$ cat src/rtl/dataflow_pkg.sv
// Shared definitions for the dataflow operator network: FSM encoding and
// the layout of a FIFO word (token data with the end-of-stream flag on top).
package dataflow_pkg;

    typedef enum logic {
        ST_IDLE = 1'b0,
        ST_RUN  = 1'b1
    } state_t;

    // The last flag always occupies the MSB of a FIFO word.
    function automatic int last_flag_pos(input int word_width);
        return word_width - 1;
    endfunction

endpackage

$ cat src/rtl/sync_fifo.sv
// Single-clock FIFO with combinational first-word read and registered
// full/empty/level status.
module sync_fifo #(
    parameter int WIDTH = 17,
    parameter int DEPTH = 16,
    parameter int AW    = 4
) (
    input  logic             CLK,
    input  logic             RST,
    input  logic             push,
    input  logic             pop,
    input  logic [WIDTH-1:0] din,
    output logic [WIDTH-1:0] dout,
    output logic             full,
    output logic             empty,
    output logic [AW:0]      level
);

    localparam logic [AW:0] DEPTH_L = (AW+1)'(DEPTH);

    logic [WIDTH-1:0] mem [DEPTH];
    logic [AW-1:0]    wr_ptr_reg;
    logic [AW-1:0]    rd_ptr_reg;
    logic [AW:0]      level_reg;
    logic [AW:0]      level_next;
    logic             full_reg;
    logic             empty_reg;
    logic             push_ok;
    logic             pop_ok;

    // A push into a full FIFO is still accepted when a pop frees a slot on the same edge.
    assign pop_ok  = pop && !empty_reg;
    assign push_ok = push && (!full_reg || pop_ok);

    always_comb begin
        level_next = level_reg;
        if (push_ok && !pop_ok) begin
            level_next = level_reg + (AW+1)'(1);
        end else if (pop_ok && !push_ok) begin
            level_next = level_reg - (AW+1)'(1);
        end
    end

    always_ff @(posedge CLK) begin
        if (push_ok) begin
            mem[wr_ptr_reg] <= din;
        end
    end

    always_ff @(posedge CLK or posedge RST) begin
        if (RST) begin
            wr_ptr_reg <= '0;
            rd_ptr_reg <= '0;
            level_reg  <= '0;
            full_reg   <= 1'b0;
            empty_reg  <= 1'b1;
        end else begin
            if (push_ok) begin
                wr_ptr_reg <= wr_ptr_reg + AW'(1);
            end
            if (pop_ok) begin
                rd_ptr_reg <= rd_ptr_reg + AW'(1);
            end
            level_reg <= level_next;
            full_reg  <= (level_next == DEPTH_L);
            empty_reg <= (level_next == '0);
        end
    end

    assign dout  = mem[rd_ptr_reg];
    assign full  = full_reg;
    assign empty = empty_reg;
    assign level = level_reg;

endmodule

$ cat src/rtl/data_source.sv
// Graph-input stream transmitter: host-loaded tokens are replayed on the
// R/D token interface, one per enabled cycle, after a START pulse.
module data_source
    import dataflow_pkg::*;
#(
    parameter int N     = 16,
    parameter int DEPTH = 16,
    parameter int AW    = 4
) (
    input  logic          CLK,
    input  logic          RST,
    input  logic          EN,
    input  logic          WR_EN,
    input  logic [N-1:0]  WR_DATA,
    input  logic          WR_LAST,
    output logic          FULL,
    output logic          EMPTY,
    output logic [AW:0]   LEVEL,
    input  logic          START,
    output logic          BUSY,
    output logic          DONE,
    output logic          OVF,
    output logic          R_OUT,
    output logic [N-1:0]  D_OUT
);

    localparam int LAST_BIT = last_flag_pos(N + 1);

    state_t       state_reg;
    logic         r_out_reg;
    logic [N-1:0] d_out_reg;
    logic         busy_reg;
    logic         done_reg;
    logic         ovf_reg;

    logic [N:0]   fifo_dout;
    logic         fifo_full;
    logic         fifo_empty;
    logic         pop;

    assign pop = (state_reg == ST_RUN) && EN && !fifo_empty;

    sync_fifo #(
        .WIDTH (N + 1),
        .DEPTH (DEPTH),
        .AW    (AW)
    ) u_fifo (
        .CLK   (CLK),
        .RST   (RST),
        .push  (WR_EN),
        .pop   (pop),
        .din   ({WR_LAST, WR_DATA}),
        .dout  (fifo_dout),
        .full  (fifo_full),
        .empty (fifo_empty),
        .level (LEVEL)
    );

    always_ff @(posedge CLK or posedge RST) begin
        if (RST) begin
            state_reg <= ST_IDLE;
            r_out_reg <= 1'b0;
            d_out_reg <= '0;
            busy_reg  <= 1'b0;
            done_reg  <= 1'b0;
            ovf_reg   <= 1'b0;
        end else begin
            done_reg <= 1'b0;
            if (EN) begin
                case (state_reg)
                    ST_IDLE: begin
                        r_out_reg <= 1'b0;
                        if (START) begin
                            state_reg <= ST_RUN;
                            busy_reg  <= 1'b1;
                            ovf_reg   <= 1'b0;
                        end
                    end
                    ST_RUN: begin
                        if (!fifo_empty) begin
                            r_out_reg <= 1'b1;
                            d_out_reg <= fifo_dout[N-1:0];
                            if (fifo_dout[LAST_BIT]) begin
                                state_reg <= ST_IDLE;
                                busy_reg  <= 1'b0;
                                done_reg  <= 1'b1;
                            end
                        end else begin
                            r_out_reg <= 1'b0;
                        end
                    end
                    default: state_reg <= ST_IDLE;
                endcase
            end
            // A dropped push records overflow even on the edge that accepts START.
            if (WR_EN && fifo_full && !pop) begin
                ovf_reg <= 1'b1;
            end
        end
    end

    assign FULL  = fifo_full;
    assign EMPTY = fifo_empty;
    assign BUSY  = busy_reg;
    assign DONE  = done_reg;
    assign OVF   = ovf_reg;
    assign R_OUT = r_out_reg;
    assign D_OUT = d_out_reg;

endmodule

$ cat config.mk
export PLATFORM = sky130hd
export DESIGN_NAME = data_source
export DESIGN_NICKNAME = d
export VERILOG_FILES = /design/src/rtl/dataflow_pkg.sv /design/src/rtl/sync_fifo.sv /design/src/rtl/data_source.sv
export SDC_FILE = /design/constraint.sdc
export NUM_CORES = 1
export LEC_CHECK = 0
export ABC_CLOCK_PERIOD_IN_PS = 2400
export BUFFER_PORTS_ARGS = -buffer_cell sky130_fd_sc_hd__buf_2
export CORE_MARGIN = 5
export CORE_UTILIZATION = 61
export DETAILED_ROUTE_END_ITERATION = 10
export PLACE_DENSITY_LB_ADDON = 0.2
export SLEW_MARGIN = 30
export SYNTH_ARGS = -nofsm -noshare
export SYNTH_HDL_FRONTEND = slang
export SYNTH_SLANG_ARGS = --single-unit
$ cat constraint.sdc
create_clock -name CLK -period 2.4 [get_ports CLK]
set_input_delay 0.12 -clock CLK [delete_from_list [all_inputs] [get_ports CLK]]
set_output_delay 0.12 -clock CLK [all_outputs]
set_load 0.01 [all_outputs]
Word-level counts from Yosys, hierarchy flattened
Memories as Yosys holds them, arrays and structs flattened.
Index checks and enable logic that the tools add are counted.
{ "op_classes": {"add_sub_neg": 4, "mux": 22, "n_eq_ne": 5, "shift": 0, "n_div": 0, "n_reduce_logical": 20, "n_bitwise": 2, "n_mul": 0, "order_cmp": 0} }
{ "ops": {"columns": ["op", "count"], "rows": [
  ["1-bit two-way mux", 17],
  ["5-bit two-way mux", 2],
  ["4-bit by 1-bit adder with 4-bit output, second input constant", 2],
  ["1-bit logical AND", 8],
  ["1-bit one-hot mux with 2 select lines", 3],
  ["3-bit AND reduction", 2],
  ["5-bit by 1-bit adder with 5-bit output, second input constant", 1],
  ["5-bit equality test, second input constant", 1],
  ["1-bit zero test", 5],
  ["5-bit zero test", 1],
  ["5-bit by 1-bit subtractor with 5-bit output, second input constant", 1],
  ["2-bit by 1-bit != test with 1-bit output, second input constant", 2],
  ["2-bit != test, second input constant", 2],
  ["4-bit AND reduction", 1],
  ["2-bit nonzero test", 2],
  ["1-bit inverter", 2],
  ["1-bit logical OR", 1]
]} }
{ "word_totals": {"n_memories": 1, "ramBits": 272, "wordCells": 65, "mem_bits_ro": 0, "register_bits": 36, "latch_bits": 0} }
{ "mem_list": {"columns": ["name", "words", "width", "rd", "rd_ports_with_merged_regs", "wr", "line_no", "source"], "rows": [
  ["u_fifo.mem", 16, 17, 1, 0, 1, "sync_fifo.sv:21", "logic [WIDTH-1:0] mem [DEPTH];"]
]} }

Logic depth before layout (Yosys ltp)
{ "depth": {"depth_word": 10, "depth_mapped": 7} }

Modules after synthesis
A second synthesis with hierarchy kept.
{ "hier_totals": {"hier_cells": 583, "area_unflattened_um2": 12110.4} }
{ "modules_own_cells": {"columns": ["module", "seq_area_each_um2", "area_per_inst_um2", "cells_per_inst", "instances"], "rows": [
  ["sync_fifo", 8544.4, 11260.8, 532, 1],
  ["data_source", 525.5, 849.6, 51, 1]
]} }

Worst setup path before layout
Ideal clock, no wire load.
{ "synth_timing": {"kind": "register to register", "startpoint": "register u_fifo.empty_reg, in the netlist u_fifo.empty", "endpoint": "memory u_fifo.mem[7][0] (enable)", "slack_ns": 0.322, "setup_ns": 0.375, "arrival_time_ns": 1.703, "path_buffers": 1, "stages_incl_launch_ff": 6, "required_ns": 2.025, "period_less_slack_ns": 2.078, "cell_sequence": "dfstp_2 > nand3b_1 > a21oi_1 > clkbuf_1 > and3b_1 > and2_1"} }
{ "synth_between": {"elab_chain_len": 7} }
{ "synth_rtl": {"columns": ["item", "line_no", "source"], "rows": [
  ["from (decl)", "sync_fifo.sv:27", "logic empty_reg;"],
  ["from (signal assigned)", "sync_fifo.sv:66", "empty_reg <= (level_next == '0);"],
  ["1-bit zero test (*)", null, null],
  ["1-bit logical AND", "data_source.sv:41", "assign pop = (state_reg == ST_RUN) && EN && !fifo_empty;"],
  ["1-bit logical AND (*)", "sync_fifo.sv:32", "assign pop_ok = pop && !empty_reg;"],
  ["1-bit logical OR (*)", "sync_fifo.sv:33", "assign push_ok = push && (!full_reg || pop_ok);"],
  ["1-bit logical AND (*)", "sync_fifo.sv:33", null],
  ["1-bit two-way mux (*)", "sync_fifo.sv:45", "if (push_ok) begin"],
  ["1-bit two-way mux (implied by the code) (*)", "sync_fifo.sv:46", "mem[wr_ptr_reg] <= din;"],
  ["to (decl)", "sync_fifo.sv:21", null]
]} }
Mark *: on every way between the ends. The rest lies on a longest branch, timed or not.

Final worst setup path
{ "layout_timing": {"startpoint": "register u_fifo.empty_reg, in the netlist u_fifo.empty", "endpoint": "register u_fifo.full_reg, in the netlist u_fifo.full"} }
{ "layout_between": {"elab_chain_len": 10, "elab_cells_between_ends": 12} }
{ "layout_rtl": {"columns": ["item", "line_no", "source"], "rows": [
  ["1-bit zero test (*)", null, null],
  ["1-bit logical AND", "data_source.sv:41", null],
  ["1-bit logical AND (*)", "sync_fifo.sv:32", null],
  ["1-bit logical OR", "sync_fifo.sv:33", null],
  ["1-bit logical AND", "sync_fifo.sv:33", null],
  ["1-bit zero test", "sync_fifo.sv:39", "end else if (pop_ok && !push_ok) begin"],
  ["1-bit logical AND", "sync_fifo.sv:39", null],
  ["5-bit two-way mux", "sync_fifo.sv:39", null],
  ["5-bit two-way mux (*)", "sync_fifo.sv:37", "if (push_ok && !pop_ok) begin"],
  ["net u_fifo.level_next[4]", "sync_fifo.sv:25", "logic [AW:0] level_next;"],
  ["5-bit equality test (*)", "sync_fifo.sv:65", "full_reg <= (level_next == DEPTH_L);"],
  ["to (signal assigned)", "sync_fifo.sv:65", null],
  ["to (decl)", "sync_fifo.sv:26", "logic full_reg;"]
]} }
The timed path passes the listed nets; every way through them passes the cells marked *.
A chain may end at the register's enable or synchronous reset.

==> out/metrics.cfg <==
[run]
maxCapViolCount = 0

[placement]
globalplace.congestion = 0.814
post-dp-hpwl_mm = 16.6
port_buffers = 48

[timing]
report.final.slew_viol_count = 0
clock-skew-final_ns = 0.0143
actual_transition_at_the_worst_max_transition_pin_ns = 0.902
upper_clock_frequency_limit_ghz = 0.461
final.min_clock_period_ns = 2.17
period_share_pct = 90.4
timing.slew.headroom_pct = 39.6
setup_repair_after_global_routing_missed_its_margin = false
setup_viol = 0
totalNegativeSetupSlack_ns = 0
finalHoldViolCount = 0

[routing]
first_iter_violations = 609
detail_route.drc_violations = 0
drt_pre_antenna_iters = 5
residual_antenna_violating_net_count_after_detailed_routing = 0
vias_per_cell = 6.22
postRouteWirelength_mm = 26.3
route.detailed.wl_per_inst_um = 25.9
via_count = 6321

[grt]
track_usage_pct = 24.5
largest_net_degree_at_the_start_of_global_routing = 43
grt_antenna_before_repair = 0
number_of_global_route_vias_before_repair = 6564
globalRoute.totalOverflow = 0
grt_pass1_wl_mm = 40.3

[clocking]
htree_levels = 1
hold_buffers = 22
clk_pin_slew_ns = 0.06
clock_path_buffers = 3
post_cts.resized_instances = 0
tritoncts.num_buffers = 29
cts_tree = done
post_cts_buffers = 0
clock-sinks = 308
clk_latency_ns = 0.55
root_buffer = sky130_fd_sc_hd__clkbuf_16

[floorplanning]
die_area_um2 = 22500
floorplan.die.width_um = 150
initial_core_util_pct = 61.6
die_h_um = 150
placementRows = 51
design.core.area_um2 = 19400
design.portCount = 49

[pwr]
seqPwrFrac_pct = 45.7
power_switching_mw = 4.66
power_report.internal_total_mw = 11.1
cellPowerDensity_nw_per_um2 = 1130
max-vdd-ir-drop_mv = 0.867
sw_frac_of_total_pct = 29.6
comb_power_share_pct = 26.3
static-leakage-power_nw = 4.88
total_power_mw = 15.8
clockPowerShare_pct = 28.0

[finish]
final_layout_size_suffix_gt1_share_pct = 26.8
largest_register_ff_count = 272
num-nets-final = 757
n_antenna_cell = 0
area_growth_syn_to_layout_pct = 16.8

[critical_path]
worst_ep_required_time_ns = 2.84
startpoint_type = register
path_class = reg2reg
crit_fanout = 11
worstPathArrival_ns = 2.61
critPathCaptureType = register

[synthesis]
synth_area_um2 = 12000
sequential_share_of_the_synthesized_area_pct = 75.9
synthesis.area_per_instance_um2 = 19.7
postSynth.asyncResetShare_pct = 11.7
synth-edff-count = 272
flop_and_latch_count_out_of_synthesis = 308
synth_fp_nets = 635
ys_types = 43
syn_warnings = 0
synthesis.instances = 606
synth-main-ff-cell = sky130_fd_sc_hd__edfxtp_1

[outcome]
run_status = finished clean

[hold_path]
min-delay-path-class = in2async

-- worst max-delay path, stage by stage (launching register included) --
cell                       delay [ns]
sky130_fd_sc_hd__dfstp_2         0.56
sky130_fd_sc_hd__and3b_1         0.31
sky130_fd_sc_hd__or3_1           0.41
sky130_fd_sc_hd__a211oi_1        0.41
sky130_fd_sc_hd__nor4bb_1        0.36
-- final cells by class --
class	instances	area, um^2
Clock inverter	13	124
Tap cell	265	332
Sequential cell	308	9080
Clock buffer	41	801
Multi-Input combinational cell	260	2720
Fill cell	1162	5430
Timing Repair Buffer	122	888
Inverter	7	26.3
-- path summary, 6_finish.rpt --
path	startpoint	depth (start not counted)	slack, ns	end
setup / recovery	u_fifo.empty	4	0.23	u_fifo.full
hold / removal	RST	3	0.16	D_OUT[6]
setup reg to reg	u_fifo.empty	4	0.23	u_fifo.full
hold reg to reg	D_OUT[11]	2	0.52	D_OUT[11]
max in group asynchronous	RST	5	1.46	u_fifo.level[4]
min in group CLK	EN	3	0.43	R_OUT
-- layout by cell type, fill, tap and decap left out, types with 5 or more instances in the layout --
cell                            count
sky130_fd_sc_hd__buf_4             49
sky130_fd_sc_hd__a22oi_1           30
sky130_fd_sc_hd__clkbuf_1           9
sky130_fd_sc_hd__o211ai_1          16
sky130_fd_sc_hd__o21ai_0            7
sky130_fd_sc_hd__buf_2             48
sky130_fd_sc_hd__edfxtp_1         272
sky130_fd_sc_hd__mux4_2            50
sky130_fd_sc_hd__and2_1            14
sky130_fd_sc_hd__ha_1               7
sky130_fd_sc_hd__nand3_1           20
sky130_fd_sc_hd__xnor2_1            8
sky130_fd_sc_hd__clkinv_2           5
sky130_fd_sc_hd__dfrtp_1           33
sky130_fd_sc_hd__inv_1              6
sky130_fd_sc_hd__dlygate4sd3_1     22
sky130_fd_sc_hd__and4_1             6
sky130_fd_sc_hd__clkbuf_16         29
sky130_fd_sc_hd__nand2_1           25
sky130_fd_sc_hd__mux2i_1           31
-- cell usage after synthesis (7+ instances only) --
library cell | n | share of area (%)
sky130_fd_sc_hd__mux4_2 | 50 | 9.4
sky130_fd_sc_hd__o211ai_1 | 16 | 1.0
sky130_fd_sc_hd__inv_1 | 7 | 0.22
sky130_fd_sc_hd__edfxtp_1 | 272 | 68
sky130_fd_sc_hd__xnor2_1 | 8 | 0.59
sky130_fd_sc_hd__o21ai_0 | 7 | 0.29
sky130_fd_sc_hd__a22oi_1 | 30 | 1.9
sky130_fd_sc_hd__buf_2 | 11 | 0.46
sky130_fd_sc_hd__dfrtp_1 | 35 | 7.3
sky130_fd_sc_hd__mux2i_1 | 31 | 2.6
sky130_fd_sc_hd__ha_1 | 7 | 0.73
sky130_fd_sc_hd__nand2_1 | 25 | 0.78
sky130_fd_sc_hd__clkbuf_1 | 15 | 0.47
sky130_fd_sc_hd__nand3_1 | 20 | 0.84
sky130_fd_sc_hd__and2_1 | 14 | 0.73
-- per-layer routing --
| layer | GRT usage, % | routed length, um | up-vias |
|---|---|---|---|
| met3 | 4.03 | 2000 | 45 |
| met2 | 39.8 | 13300 | 284 |
| met4 | 7.09 | 672 | 0 |
| met5 | 0 | 0 | - |
| met1 | 35.1 | 10300 | 3274 |
| li1 | - | - | 2718 |
-- stage by stage --
step                      std cells  hold WS [ns]  area [um^2]  utilization, %  worst slack (ns)
after floorplan                 606         0.219        12000               -             0.322
after global placement          940         0.218        12800            66.1             0.386
after detailed placement        940         0.228        12800            66.1             0.264
after CTS                      1016         0.203        14000            72.0             0.251
after global routing           1016         0.194        14000            72.0             0.117
final                          1016         0.161        14000            72.0             0.230
-- logic make-up after synthesis --
logic type	after synthesis	synth area share (%)
buf+inv	38	1.37
mux	86	13.0
flops	308	75.9
compound gates	63	3.80
fa+ha+maj	7	0.733
simple gates	96	4.66
xor+xnor	8	0.586
-- power groups by stage --
stage	clock (mW)	combinational [mW]	sequential, mW
2_1_floorplan	0	2.79	7.04
3_5_place_dp	0	4.12	7.30
3_3_place_gp	0	4.01	7.24
6_report	4.42	4.14	7.20
5_1_grt	4.71	4.48	7.28
4_1_cts	4.49	4.17	7.19
No activity file was read; power rests on OpenSTA's default activity.
